**src/rtl/fetch_request_unit.sv**
```systemverilog
// Program counter owner and fetch/memory request sequencer for the single-cycle MIPS datapath.
// Resolves the next PC, holds data requests until dhit, qualifies register writes and latches halt.
module fetch_request_unit #(
    parameter logic [31:0] PC_INIT = 32'h0000_0000
) (
    input  logic        CLK,
    input  logic        RST,
    input  logic        ihit,
    input  logic        dhit,
    input  logic [1:0]  PCSel,
    input  logic        branch,
    input  logic        branchSel,
    input  logic        zero,
    input  logic [25:0] jaddr,
    input  logic [15:0] imm,
    input  logic [31:0] rs_data,
    input  logic        dREN_in,
    input  logic        dWEN_in,
    input  logic        halt_in,
    output logic [31:0] imemaddr,
    output logic        iREN,
    output logic        dREN,
    output logic        dWEN,
    output logic [31:0] npc,
    output logic        regWrite_en,
    output logic        halt
);

    localparam int unsigned ADDR_W = 32;
    localparam int unsigned IMM_W  = 16;

    localparam logic [1:0] SEL_JUMP   = 2'b00;
    localparam logic [1:0] SEL_BRANCH = 2'b01;
    localparam logic [1:0] SEL_REG    = 2'b10;
    localparam logic [1:0] SEL_SEQ    = 2'b11;

    typedef enum logic [1:0] {
        FETCH  = 2'b00,
        MEM    = 2'b01,
        HALTED = 2'b10
    } state_t;

    state_t              state;
    state_t              state_next;
    logic [ADDR_W-1:0]   pc;
    logic [ADDR_W-1:0]   pc_next;
    logic [ADDR_W-1:0]   next_pc;
    logic [ADDR_W-1:0]   jump_target;
    logic [ADDR_W-1:0]   branch_target;
    logic [ADDR_W-1:0]   imm_offset;
    logic                taken;
    logic                dren_next;
    logic                dwen_next;
    logic                halt_next;

    // Next-PC candidates; all sums wrap modulo 2^32.
    always_comb begin
        npc           = pc + ADDR_W'(4);
        imm_offset    = {{(ADDR_W - IMM_W - 2){imm[IMM_W-1]}}, imm, 2'b00};
        branch_target = npc + imm_offset;
        jump_target   = {npc[31:28], jaddr, 2'b00};
        taken         = branch & (zero ^ branchSel);

        unique case (PCSel)
            SEL_JUMP:   next_pc = jump_target;
            SEL_BRANCH: next_pc = taken ? branch_target : npc;
            SEL_REG:    next_pc = rs_data;
            SEL_SEQ:    next_pc = npc;
            default:    next_pc = npc;
        endcase
    end

    // Sequencing: fetch, wait on data memory, or stay halted until reset.
    always_comb begin
        state_next  = state;
        pc_next     = pc;
        dren_next   = dREN;
        dwen_next   = dWEN;
        halt_next   = halt;
        iREN        = 1'b0;
        regWrite_en = 1'b0;

        unique case (state)
            FETCH: begin
                iREN      = 1'b1;
                dren_next = 1'b0;
                dwen_next = 1'b0;
                if (ihit) begin
                    if (halt_in) begin
                        state_next = HALTED;
                        halt_next  = 1'b1;
                    end else if (dREN_in | dWEN_in) begin
                        state_next = MEM;
                        dwen_next  = dWEN_in;
                        dren_next  = dREN_in & ~dWEN_in;
                    end else begin
                        pc_next     = next_pc;
                        regWrite_en = 1'b1;
                    end
                end
            end
            MEM: begin
                if (dhit) begin
                    state_next  = FETCH;
                    pc_next     = next_pc;
                    dren_next   = 1'b0;
                    dwen_next   = 1'b0;
                    regWrite_en = 1'b1;
                end
            end
            HALTED: begin
                dren_next = 1'b0;
                dwen_next = 1'b0;
                halt_next = 1'b1;
            end
            default: begin
                state_next = FETCH;
                dren_next  = 1'b0;
                dwen_next  = 1'b0;
            end
        endcase
    end

    always_ff @(posedge CLK or posedge RST) begin
        if (RST) begin
            state <= FETCH;
            pc    <= PC_INIT;
            dREN  <= 1'b0;
            dWEN  <= 1'b0;
            halt  <= 1'b0;
        end else begin
            state <= state_next;
            pc    <= pc_next;
            dREN  <= dren_next;
            dWEN  <= dwen_next;
            halt  <= halt_next;
        end
    end

    assign imemaddr = pc;

endmodule
```
**config.mk**
```make
export PLATFORM = sky130hd
export DESIGN_NAME = fetch_request_unit
export DESIGN_NICKNAME = d
export VERILOG_FILES = /design/src/rtl/fetch_request_unit.sv
export SDC_FILE = /design/constraint.sdc
export NUM_CORES = 1
export LEC_CHECK = 0
export ABC_CLOCK_PERIOD_IN_PS = 3600
export CAP_MARGIN = 40
export CORE_UTILIZATION = 42
export DETAILED_ROUTE_END_ITERATION = 7
export GPL_TIMING_DRIVEN = 0
export PLACE_DENSITY = 0.88
export SLEW_MARGIN = 5
export SYNTH_ARGS = -nofsm -noshare
export SYNTH_HDL_FRONTEND = slang
export SYNTH_SLANG_ARGS = --single-unit
```
**constraint.sdc**
```tcl
create_clock -name CLK -period 3.6 [get_ports CLK]
set_input_delay 0.72 -clock CLK [delete_from_list [all_inputs] [get_ports CLK]]
set_output_delay 0.72 -clock CLK [all_outputs]
set_load 0.05 [all_outputs]
```
After elaboration in Yosys (flattened, before gate mapping)
Cells that the tools add are included.
Widths: inputs -> output; s select.
- bits of input ports: 86
- logic and storage cells: 61
- bits in registers: 37
- output and inout bits: 69
- reductions and logical operators: 7
- eq/ne operators: 11
- add/subtract/negate cells: 2
- bitwise logic cells: 6
- muxes and demuxes: 30
- operators with widths (cell ; count):
    $mux 32 ; 5
    $pmux 32 s4 ; 1
    $pmux 32 s2 ; 1
    $add 32x3->32 const B ; 1
    $add 32x32->32 ; 1
    $mux 1 ; 14
    $ne 2x2->1 const B ; 5
    $mux 2 ; 4
    $pmux 1 s2 ; 4
    $eq 2x2->1 const B ; 3
    $pmux 2 s3 ; 1
    $reduce_and 5->1 ; 1
    $eq 2x1->1 const B ; 2
    $logic_not 2->1 ; 2
    $reduce_and 4->1 ; 1
    $reduce_bool 2->1 ; 2
    $ne 3x3->1 const B ; 1
    $reduce_and 3->1 ; 1
    $and 1x1->1 ; 2
    $not 1->1 ; 2
    $or 1x1->1 ; 1
    $xor 1x1->1 ; 1

Logic depth before layout (Yosys ltp)
Gate-level depths: netlist (run 1).
- depth after elaboration: 8
- mapped depth: 18
- mapped depth without buffers: 16

Worst setup path before layout (run 1)
Ideal clock, no wire load.
- path kind: reg-to-reg
- start point: register pc[2] (netlist: imemaddr[2])
- end point: register pc[25] (netlist: imemaddr[25])
- library setup time: 0.084 ns
- required time: 3.516 ns
- clock period less this slack: 4.974 ns
- buffers on the path: 2
- path slack: -1.374 ns
- cell stages (with the launch flop): 19
- arrival: 4.891 ns
- cells stage by stage: dfrtp_1 > ha_1 > nand2_1 > or3_1 > buf_6 > nor2_1 > nand4_1 > xnor2_1 > ha_1 > clkbuf_1 > o21a_1 > o21a_1 > o21a_1 > or2_2 > a31o_2 > a21oi_2 > xnor2_1 > o221ai_1 > o21ai_0
- cells in the longest elaborated chain, start to end: 8
- elaborated cells between the ends (all ways): 9
- classes of those cells: 2 x add/sub; 7 x mux
- RTL lines (what ; RTL line ; source):
    start: declaration ; 45 ; logic [ADDR_W-1:0] pc;
    start signal: assignment ; 133 ; pc <= pc_next;
    $add 32x3->32 * ; 58 ; npc = pc + ADDR_W'(4);
    net npc[20] ; 24 ; output logic [31:0] npc,
    $add 32x32->32 * ; 60 ; branch_target = npc + imm_offset;
    $mux 32 * ; 66 ; SEL_BRANCH: next_pc = taken ? branch_target : npc;
    $pmux 32 s4 * ; 64 ; unique case (PCSel)
    $mux 32 ; 92 ; end else if (dREN_in | dWEN_in) begin
    $mux 32 ; 89 ; if (halt_in) begin
    $mux 32 ; 88 ; if (ihit) begin
    $pmux 32 s2 * ; 83 ; unique case (state)
Mark *: on every way through the listed nets, which the timed path passes. The rest lies on a longest branch. The select of a mux whose other input is x is not followed.
A chain may end at the register's enable or synchronous reset.

Worst setup path after layout (run 1)
- start point: register pc[3] (netlist: imemaddr[3])
- end point: register pc[31] (netlist: imemaddr[31])
- cells in the longest elaborated chain, start to end: 8
- elaborated cells between the ends (all ways): 9
- classes of those cells: 2 x add/sub; 7 x mux
- RTL lines (what ; RTL line):
    $add 32x3->32 * ; 58
    $add 32x32->32 ; 60
    $mux 32 ; 66
    $pmux 32 s4 * ; 64
    $mux 32 ; 92
    $mux 32 ; 89
    $mux 32 ; 88
    $pmux 32 s2 * ; 83
Every way passes the cells marked *; elsewhere a longest branch is shown, timed or not. The select of a mux whose other input is x is not followed.

==> results by group, run 1 <==
Status
  – Outcome: finished, violations left
  – Violations in the final reports: setup timing

Logic synthesis
  – Post-synth cell types: 70
  – Mean post-synth cell area: 7.87 um^2
  – Post-synth top flop: dfrtp_1
  – Number of flops mapped to enable cells by yosys: 0
  – Cells after Synth: 560
  – Post-Syn Nets: 682
  – Post-synth ARST share: between 90% and 100%
  – Synthesized cell area: 4410 um^2
  – Yosys reg bits: 37
  – Post-synthesis sequential area ratio: 21.0%
  – Warning count from the yosys run: 0

Min path
  – Hold Path Class: reg2reg

Layout
  – ANT cells: 0
  – Share of layout cells above drive strength 1: 22.5%
  – Commonest non-fill, non-tap cell in the layout: clkdlybuf4s50_1
  – Fin nets: 880
  – Area Growth Syn to Fin: 64.9%
  – Most frequent cells in the layout: 141 x clkdlybuf4s50_1, 54 x nand2_1, 41 x o21ai_0

Timing
  – Final hold violation count: 0
  – Slew Viols, Final: 0
  – Setup TNS: -17.9 ps
  – Fmax: 0.276 GHz
  – Tcrit/Tclk final: 100%
  – Minimum clock period: 3620 ps
  – Clock Skews: 5.16 ps
  – Setup ws final: -17.9 ps
  – # setup viols final: 1
  – Unrepaired setup endpoints after global routing: true
  – Slew @ Worst Pin: 772 ps
  – Slew HR: 48.5%

Global route
  – All-layer global routing usage: 32.1%
  – Vias in the first global route: 5,486
  – Initial antenna violation count: 0
  – Largest net degree at the start of global routing: 37
  – GR Util met3: 6.27%
  – Met2 Usage GRT: 54.6%
  – Global routing's busiest layer: met2
  – Congestion Overflow GR: 0
  – Met1 GRT Util: 38.5%
  – First-pass GRT wire length: 27,600 um

CTS
  – Root buffer cell: clkbuf_8
  – CTS H-Tree Depth: 2
  – Clock Sinks: 37
  – CTS tree: done
  – Reg clk slew, reported paths: roughly 80 ps
  – Clock Tree Buf Depth: 2
  – Hold bufs inserted after CTS: 0
  – CTS buffer count: 5
  – Clk_lat worst skew: 300 ps

Routing
  – DRT Pass-1 Iters: 7
  – Post-DRT Antenna Nets: 0
  – Via Count: about 5,500
  – Initial DRC Count: 417
  – Drt wl/cell: 20.4 um
  – Vias/cell: 6.13
  – Remaining routing DRC violations: 0
  – Routed wire length: ~18,000 um

Pwr
  – Tot Pwr: 6.54 mW
  – Cell Pwr Density: 900 nW/um^2
  – Pleak: ~3.0 nW
  – Maximum vdd ir drop: 0.000492 V

Placement
  – Port Buffer Count: 153
  – Detail Placement HPWL: between 10,000 and 15,000 um
  – Placer congestion estimate: just over 0.9

Critical path
  – CP arrival: ~3800 ps
  – Req. time, crit path: between 3000 and 4000 ps
  – Crit path kind: reg2reg
  – Setup crit end kind: flop
  – CP startpoint kind: flop
  – Crit-path max FO: 5

Run
  – Max cap viols: 0

Floorplan
  – Chip height: 104 um
  – FP Rows: 37
  – I/O Pins: 155
  – Initial core utilization: between 40% and 50%
  – Die Wd: about 100 um
  – Core area: 10,200 um^2
  – Die area: 10,900 um^2
==> area by class of cell <==
type,instances,area (um^2)
Buffer,22,95.1
Clock buffer,5,68.8
Clock inverter,3,65.1
Fill cell,759,2960
Inverter,12,48.8
Multi-Input combinational cell,484,4000
Sequential cell,37,946
Tap cell,136,170
Timing Repair Buffer,196,1870
==> routing by layer <==
metal | vias up | share of wire, %
met4 | 0 | 4.7
met3 | 75 | 9.0
li1 | 2460 | -
met5 | - | 0
met2 | 371 | 49
met1 | 2579 | 37
==> power breakdown <==
group | internal (mW) | total, mW | switching (mW)
logic | 2.08 | 5.16 | 3.08
clock network | 0.276 | 0.452 | 0.176
registers | 0.603 | 0.926 | 0.322
==> Yosys cell counts, types with 6 or more instances <==
library cell / n / share of area, %
nor2_1: 42 / 3.6
nand2b_1: 7 / 0.99
clkbuf_1: 19 / 1.6
nand4_1: 8 / 1.1
o21ai_0: 44 / 5.0
a21oi_1: 41 / 4.7
and4_1: 6 / 1.2
dfrtp_1: 37 / 21
and3_1: 13 / 1.8
nor2b_1: 11 / 1.6
nand2_1: 58 / 4.9
mux2_2: 9 / 2.3
nor3_1: 7 / 0.79
o211ai_1: 6 / 1.0
a31oi_1: 11 / 1.6
xnor2_1: 34 / 6.8
ha_1: 35 / 9.9
inv_1: 11 / 0.94
a211o_1: 6 / 1.2
mux2i_1: 16 / 3.6
o221ai_1: 8 / 1.6
xor2_1: 18 / 3.6
nand3_1: 22 / 2.5
a21o_1: 18 / 3.1
==> state kept, by name (all words and copies together) (netlist names) <==
| register | flops |
|---|---|
| imemaddr | 32 |
| state | 2 |
| dREN | 1 |
| dWEN | 1 |
| halt | 1 |
==> cells by family after synthesis <==
kind of cell    after synthesis  synth area share, %
simple gates                196                 22.6
compound gates              175                 26.0
xor+xnor                     52                 10.3
buf+inv                      39                 3.80
flops                        37                 21.0
fa+ha+maj                    36                 10.4
mux                          25                 5.93
==> critical path: stages, from the launching register on <==
cell     delay (ps)
dfrtp_2         400
ha_4            150
nand2_2          60
or3_4           420
nor3_4          250
nand2_2         130
xnor2_4         190
ha_4            240
a21o_1          190
a21o_1          150
a221o_1         330
a31o_2          240
a31oi_4         170
xnor2_2         170
nand3_1         120
a31oi_1         170
o21ai_1          90
==> metrics by stage <==
| step | hold slack, ps | instance area (um^2) | std cells | setup WS (ps) | util (%) |
|---|---|---|---|---|---|
| global route | 505 | 7270 | 895 | -93.5 | 71.0 |
| floorplan | 480 | 4770 | 560 | -385 | - |
| global placement | 467 | 6470 | 849 | -514 | 63.3 |
| detailed placement | 468 | 6490 | 850 | -592 | 63.5 |
| finish | 486 | 7270 | 895 | -17.9 | 71.0 |
| CTS | 492 | 7040 | 882 | -124 | 68.8 |
==> timing repair <==
action | CTS | global route
pin swaps | 35 | 33
setup buffers | 26 | 15
resized for setup | 62 | 27
setup endpoints to repair | 19 | 16
==> path summary, 6_finish.rpt <==
| check | slack [ps] | depth (start not counted) | startpoint | to |
|---|---|---|---|---|
| setup / recovery | -20 | 16 | imemaddr[3] | imemaddr[31] |
| hold / removal | 490 | 1 | halt | halt |
| setup reg to reg | -20 | 16 | imemaddr[3] | imemaddr[31] |
| hold reg to reg | 490 | 1 | halt | halt |
| max in group asynchronous | 2600 | 3 | RST | imemaddr[6] |
| min in group asynchronous | 590 | 2 | RST | halt |
(Power assumes the default switching activity.)
==> run 2: changes to the inputs <==
--- a/config.mk
+++ b/config.mk
@@ -12,4 +12,5 @@
 export GPL_TIMING_DRIVEN = 0
 export PLACE_DENSITY = 0.88
+export SKIP_LAST_GASP = 1
 export SLEW_MARGIN = 5
 export SYNTH_ARGS = -nofsm -noshare
==> constraint.sdc (replaced) <==
create_clock -name CLK -period 3.6 [get_ports CLK]
set_input_delay 0.72 -clock CLK [delete_from_list [all_inputs] [get_ports CLK]]
set_output_delay 0.72 -clock CLK [all_outputs]
set_load 0.01 [all_outputs]
==> run 2 against run 1 <==
Net effect:
- the flow still finishes with violations (setup timing)
- global-route usage decreased by 1.2 points
- register-to-register slack got worse by 160 ps
- design area is 2.9% lower
- routed wire length down 2.1%
- clock skew is 7.5 ps higher
- maximum frequency down 4.3%
==> results by group, run 2 (same netlist as run 1, synthesis figures left out) <==
Critical path
  – Setup crit end kind: flop (unchanged)
  – CP startpoint kind: flop (unchanged)
  – FF-to-FF path depth: 16 (unchanged)
  – FF-to-FF setup slack: -180 ps (was -20 ps)
  – Req. time, crit path: 3770 ps (was 3760 ps)
  – Reg2reg end: imemaddr[31] (unchanged)
  – CP arrival: 3950 ps (was 3780 ps)
  – Crit-path max FO: 7 (was 5)
  – Critical R2R Launch: imemaddr[3] (unchanged)
  – Crit path kind: reg2reg (unchanged)

CTS
  – Clk_lat worst skew: 310 ps (was 300 ps)
  – Clock Tree Buf Depth: 2 (unchanged)
  – CTS buffer count: 5 (unchanged)
  – Hold bufs inserted after CTS: 0 (unchanged)
  – CTS H-Tree Depth: 2 (unchanged)
  – Clock Sinks: 37 (unchanged)
  – Reg clk slew, reported paths: 80 ps (about the same)
  – CTS tree: done (unchanged)
  – Root buffer cell: clkbuf_8 (unchanged)

Layout
  – Most frequent cells in the layout: 152 x clkdlybuf4s50_1, 54 x nand2_1, 50 x buf_4 (was 141 x clkdlybuf4s50_1, 54 x nand2_1, 41 x o21ai_0)
  – Commonest non-fill, non-tap cell in the layout: clkdlybuf4s50_1 (unchanged)
  – Area Growth Syn to Fin: 60.1% (was 64.9%)
  – Fillers: 792 (was 759)
  – Fin nets: 888 (was 880)
  – ANT cells: 0 (unchanged)
  – Number of flip-flops in the largest register: 32 (unchanged)
  – Multi-input logic area: 3750 um^2 (was 4000 um^2)
  – Reg area: 936 um^2 (was 946 um^2)
  – Share of layout cells above drive strength 1: 20.2% (was 22.5%)

Min path
  – Hold EP: halt (unchanged)
  – Worst hold path cell count: 1 (unchanged)
  – Hold Path Class: reg2reg (unchanged)
  – Worst hold start: halt (unchanged)

Timing
  – Final hold violation count: 0 (unchanged)
  – Minimum clock period: 3780 ps (was 3620 ps)
  – Slew @ Worst Pin: 849 ps (was 772 ps)
  – Clock Skews: 12.7 ps (was 5.16 ps)
  – Slew HR: 43.4% (was 48.5%)
  – Fmax: 0.265 GHz (was 0.276 GHz)
  – Unrepaired setup endpoints after global routing: true (unchanged)
  – Setup ws final: -181 ps (was -17.9 ps)
  – Slew Viols, Final: 0 (unchanged)
  – Setup TNS: -370 ps (was -17.9 ps)
  – # setup viols final: 5 (was 1)
  – Tcrit/Tclk final: 105% (was 100%)

Routing
  – Initial DRC Count: 519 (was 417)
  – Via Count: 5,515 (was 5,485)
  – Drt wl/cell: 19.8 um (was 20.4 um)
  – Remaining routing DRC violations: 0 (unchanged)
  – Post-DRT Antenna Nets: 0 (unchanged)
  – Routed wire length: 17,900 um (was 18,200 um)
  – Vias/cell: 6.11 (was 6.13)
  – DRT Pass-1 Iters: 5 (was 7)

Global route
  – Vias in the first global route: 5,404 (was 5,486)
  – Initial antenna violation count: 0 (unchanged)
  – Largest net degree at the start of global routing: 38 (was 37)
  – All-layer global routing usage: 31.0% (was 32.1%)
  – Congestion Overflow GR: 0 (unchanged)
  – First-pass GRT wire length: 26,800 um (was 27,600 um)

Floorplan
  – Die Wd: 104 um (unchanged)
  – FP Rows: 37 (unchanged)
  – Core area: 10,200 um^2 (unchanged)
  – Initial core utilization: 43.1% (unchanged)
  – Die area: 10,900 um^2 (unchanged)
  – Chip height: 104 um (unchanged)
  – I/O Pins: 155 (unchanged)

Placement
  – Placer congestion estimate: 0.929 (was 0.927)
  – Port Buffer Count: 153 (unchanged)
  – Detail Placement HPWL: 12,800 um (was 13,000 um)

Status
  – Violations in the final reports: setup timing (unchanged)
  – Outcome: finished, violations left (unchanged)

Pwr
  – Cell Pwr Density: 746 nW/um^2 (was 900 nW/um^2)
  – Pleak: 2.98 nW (was 3.03 nW)
  – Maximum vdd ir drop: 0.000340 V (was 0.000492 V)
  – Tot Pwr: 5.26 mW (was 6.54 mW)

Run
  – Max cap viols: 0 (unchanged)
run 2: changes by cell type in the layout (fill, tap and decap cells not counted), sizes merged:
cell           before  now
buf                48   55
bufinv              2    1
clkbuf             22   24
clkdlybuf4s50     141  152
clkinv              1    0
clkinvlp            1    2
dlygate4sd2        12    1
run 2: layer usage:
layer  global-route usage [%]  vias up  part of all wire (%)
li1                         -     2472                     -
met1                     36.1     2573                    38
met2                     52.8      397                    48
met3                     6.77       73                   9.7
met4                     16.4        0                   4.5
met5                        0        -                     0
run 2: worst max path at each step:
stage | start | end | slack, ps | cells past startpoint
finish | imemaddr[3] | imemaddr[31] | -180 | 16
global route | imemaddr[11] | imemaddr[31] | -260 | 15
CTS | imemaddr[10] | imemaddr[31] | -180 | 15
detailed placement | imm[15] | imemaddr[25] | -660 | 11
global placement | imm[15] | imemaddr[25] | -560 | 11
floorplan | imemaddr[2] | imemaddr[25] | -10 | 18
run 2: critical path, stage by stage, from the launching register on:
cell and delay (ps):
dfrtp_2 400, ha_4 150, nand2_2 60, or3_4 480
and2b_1 260, xor2_2 240, ha_4 270, and4_4 160
and3_4 190, o211ai_1 170, nand4_1 280, buf_4 230
a31oi_4 190, xnor2_2 160, nand3_1 120, a31oi_1 200
o21ai_1 80
run 2: power by group:
| part | total [mW] | internal (mW) | switching (mW) |
|---|---|---|---|
| combinational | 3.95 | 2.05 | 1.90 |
| clock | 0.408 | 0.226 | 0.183 |
| sequential | 0.907 | 0.595 | 0.311 |
run 2: cell type report:
| type | instances | area share, % |
|---|---|---|
| Clock inverter | 2 | 0.532 |
| Clock buffer | 6 | 1.17 |
| Inverter | 12 | 0.691 |
| Buffer | 23 | 1.45 |
| Tap cell | 136 | 2.41 |
| Sequential cell | 37 | 13.3 |
| Multi-Input combinational cell | 484 | 53.1 |
| Timing Repair Buffer | 203 | 27.4 |
run 2: repair_timing:
item | 4_1_cts | 5_1_grt
pin swaps | 28 | 35
resized for setup | 39 | 31
setup buffers | 32 | 18
gates cloned | 0 | 0
setup endpoints to repair | 17 | 13
run 2: metrics by stage:
stage / hold WS (ps) / utilization [%] / setup WS (ps) / cells / instance area (um^2)
floorplan: 480 / - / -12.1 / 560 / 4540
global placement: 459 / 61.0 / -560 / 849 / 6240
detailed placement: 453 / 61.0 / -661 / 849 / 6240
CTS: 486 / 66.1 / -185 / 886 / 6760
global route: 528 / 69.0 / -263 / 903 / 7060
finish: 482 / 69.0 / -181 / 903 / 7060
==> variant, RTL diff (settings of run 1) <==
Make the reset (`RST`) synchronous in one clocked block.
--- a/src/rtl/fetch_request_unit.sv
+++ b/src/rtl/fetch_request_unit.sv
@@ -121,7 +121,7 @@
         endcase
     end
 
-    always_ff @(posedge CLK or posedge RST) begin
+    always_ff @(posedge CLK) begin
         if (RST) begin
             state <= FETCH;
             pc    <= PC_INIT;
Formal check against the unedited RTL: differs if RST is asserted again (counterexample within 4 cycles, from zero or initial values and one cycle with RST high); with RST held inactive, the same outputs for 4 cycles.
==> variant against run 1 <==
The run still ends with negative setup slack left; first-iteration DRC count grew 110%; via count grew 13%; sequential cell count is the same; utilization grew 1.6 points; critical path type unchanged; synthesized area grew 2.7%; routed wire length grew 12%; final cell count grew 6.5%; setup slack lost 0.13 ns; hold slack gained 0.0056 ns; final area grew 3.7%; clock skew grew 0.0036 ns.
Power is left out: it rests on default switching activity, and per cell area and clock period it moved more than threefold.
==> variant: results (changes against run 1) <==
* Status: complete, but fails checks
* Drt pass-1 iters at 6 (-1)
* Final #Nets at 938 (+6.6%)
* Post-synthesis net count at 742 (+8.8%)
* Worst EP arrival at 3.95 ns (+0.17 ns)
* CP delay by family, top: simple AND/OR/NAND/NOR gates
* Vias in the first global route at 5859 (+6.8%)
* Inverters at 11 (-1)
* CLK BUF at 6 (+1)
* Layout cell share with drive strength beyond 1 at 22.4% (-0.13 points)
* Post-place setup slack at -1.08 ns (-0.489 ns)
* Top FF cell, synth: dfxtp_1
* Post-synthesis cell type count at 66 (-5.7%)
* Final worst slack at -0.149 ns (-0.131 ns)
* Via-per-instance ratio at 6.51 (+6.2%)
* Post-synthesis sequential area ratio at 16.4% (-4.6 points)
* Setup violations, final at 7 (+6)
* Setup TNS at -0.486 ns (-0.468 ns)
* # Post-CTS Setup Buffers at 20 (-23%)
* Final cell count without fillers at 953 (+6.5%)
* Post-DP HPWL at 15000 microns (+15%)
* Synthesized-area fraction occupied by xor and xnor cells at 6.97% (-3.4 points)
* Layout filler cell count at 783 (+3.2%)
* Placed insts at 910 (+7.1%)
* CTS resizes at 31 (-50%)
* Failing checks: negative setup slack
* Non-clk bufs at 225 (+3.2%)
* FF+latch count at 37 (unchanged)
* Worst-Margin Slew at 0.919 ns (+0.147 ns)
* Final clock-cell share at 1.10% (-0.75 points)
* Post-synthesis compound-gate area fraction at 29.5% (+3.6 points)
* Placed cell areas at 6950 sq um (+7.1%)
* Non-clk buf share at 26.5% (-0.57 points)
* Gpl congestion at 1.01 (+9.2%)
[variant: changes by cell type after synthesis, moves of 14 or more]
cell and delta:
nor3_1 +14, a21oi_1 +14, dfrtp_1 -37, dfxtp_1 +37
nand2_1 +14, xnor2_1 -16
[variant: path summary, 6_finish.rpt]
path	from	endpoint	slack (ns)	depth (start not counted)
worst max-delay path	imemaddr[9]$_SDFFE_PP0P_	imemaddr[26]$_SDFFE_PP0P_	-0.15	15
worst min-delay path	halt$_SDFFE_PP0P_	halt$_SDFFE_PP0P_	0.49	2
worst max register to register	imemaddr[9]$_SDFFE_PP0P_	imemaddr[26]$_SDFFE_PP0P_	-0.15	15
worst min register to register	halt$_SDFFE_PP0P_	halt$_SDFFE_PP0P_	0.49	2
[variant: layer usage]
layer	vias to the layer above	global-route usage (%)	wire, microns
li1	2738	-	-
met1	2898	44.4	7900
met2	466	57.6	9530
met3	99	6.86	2240
met4	0	13.2	847
met5	-	0	0
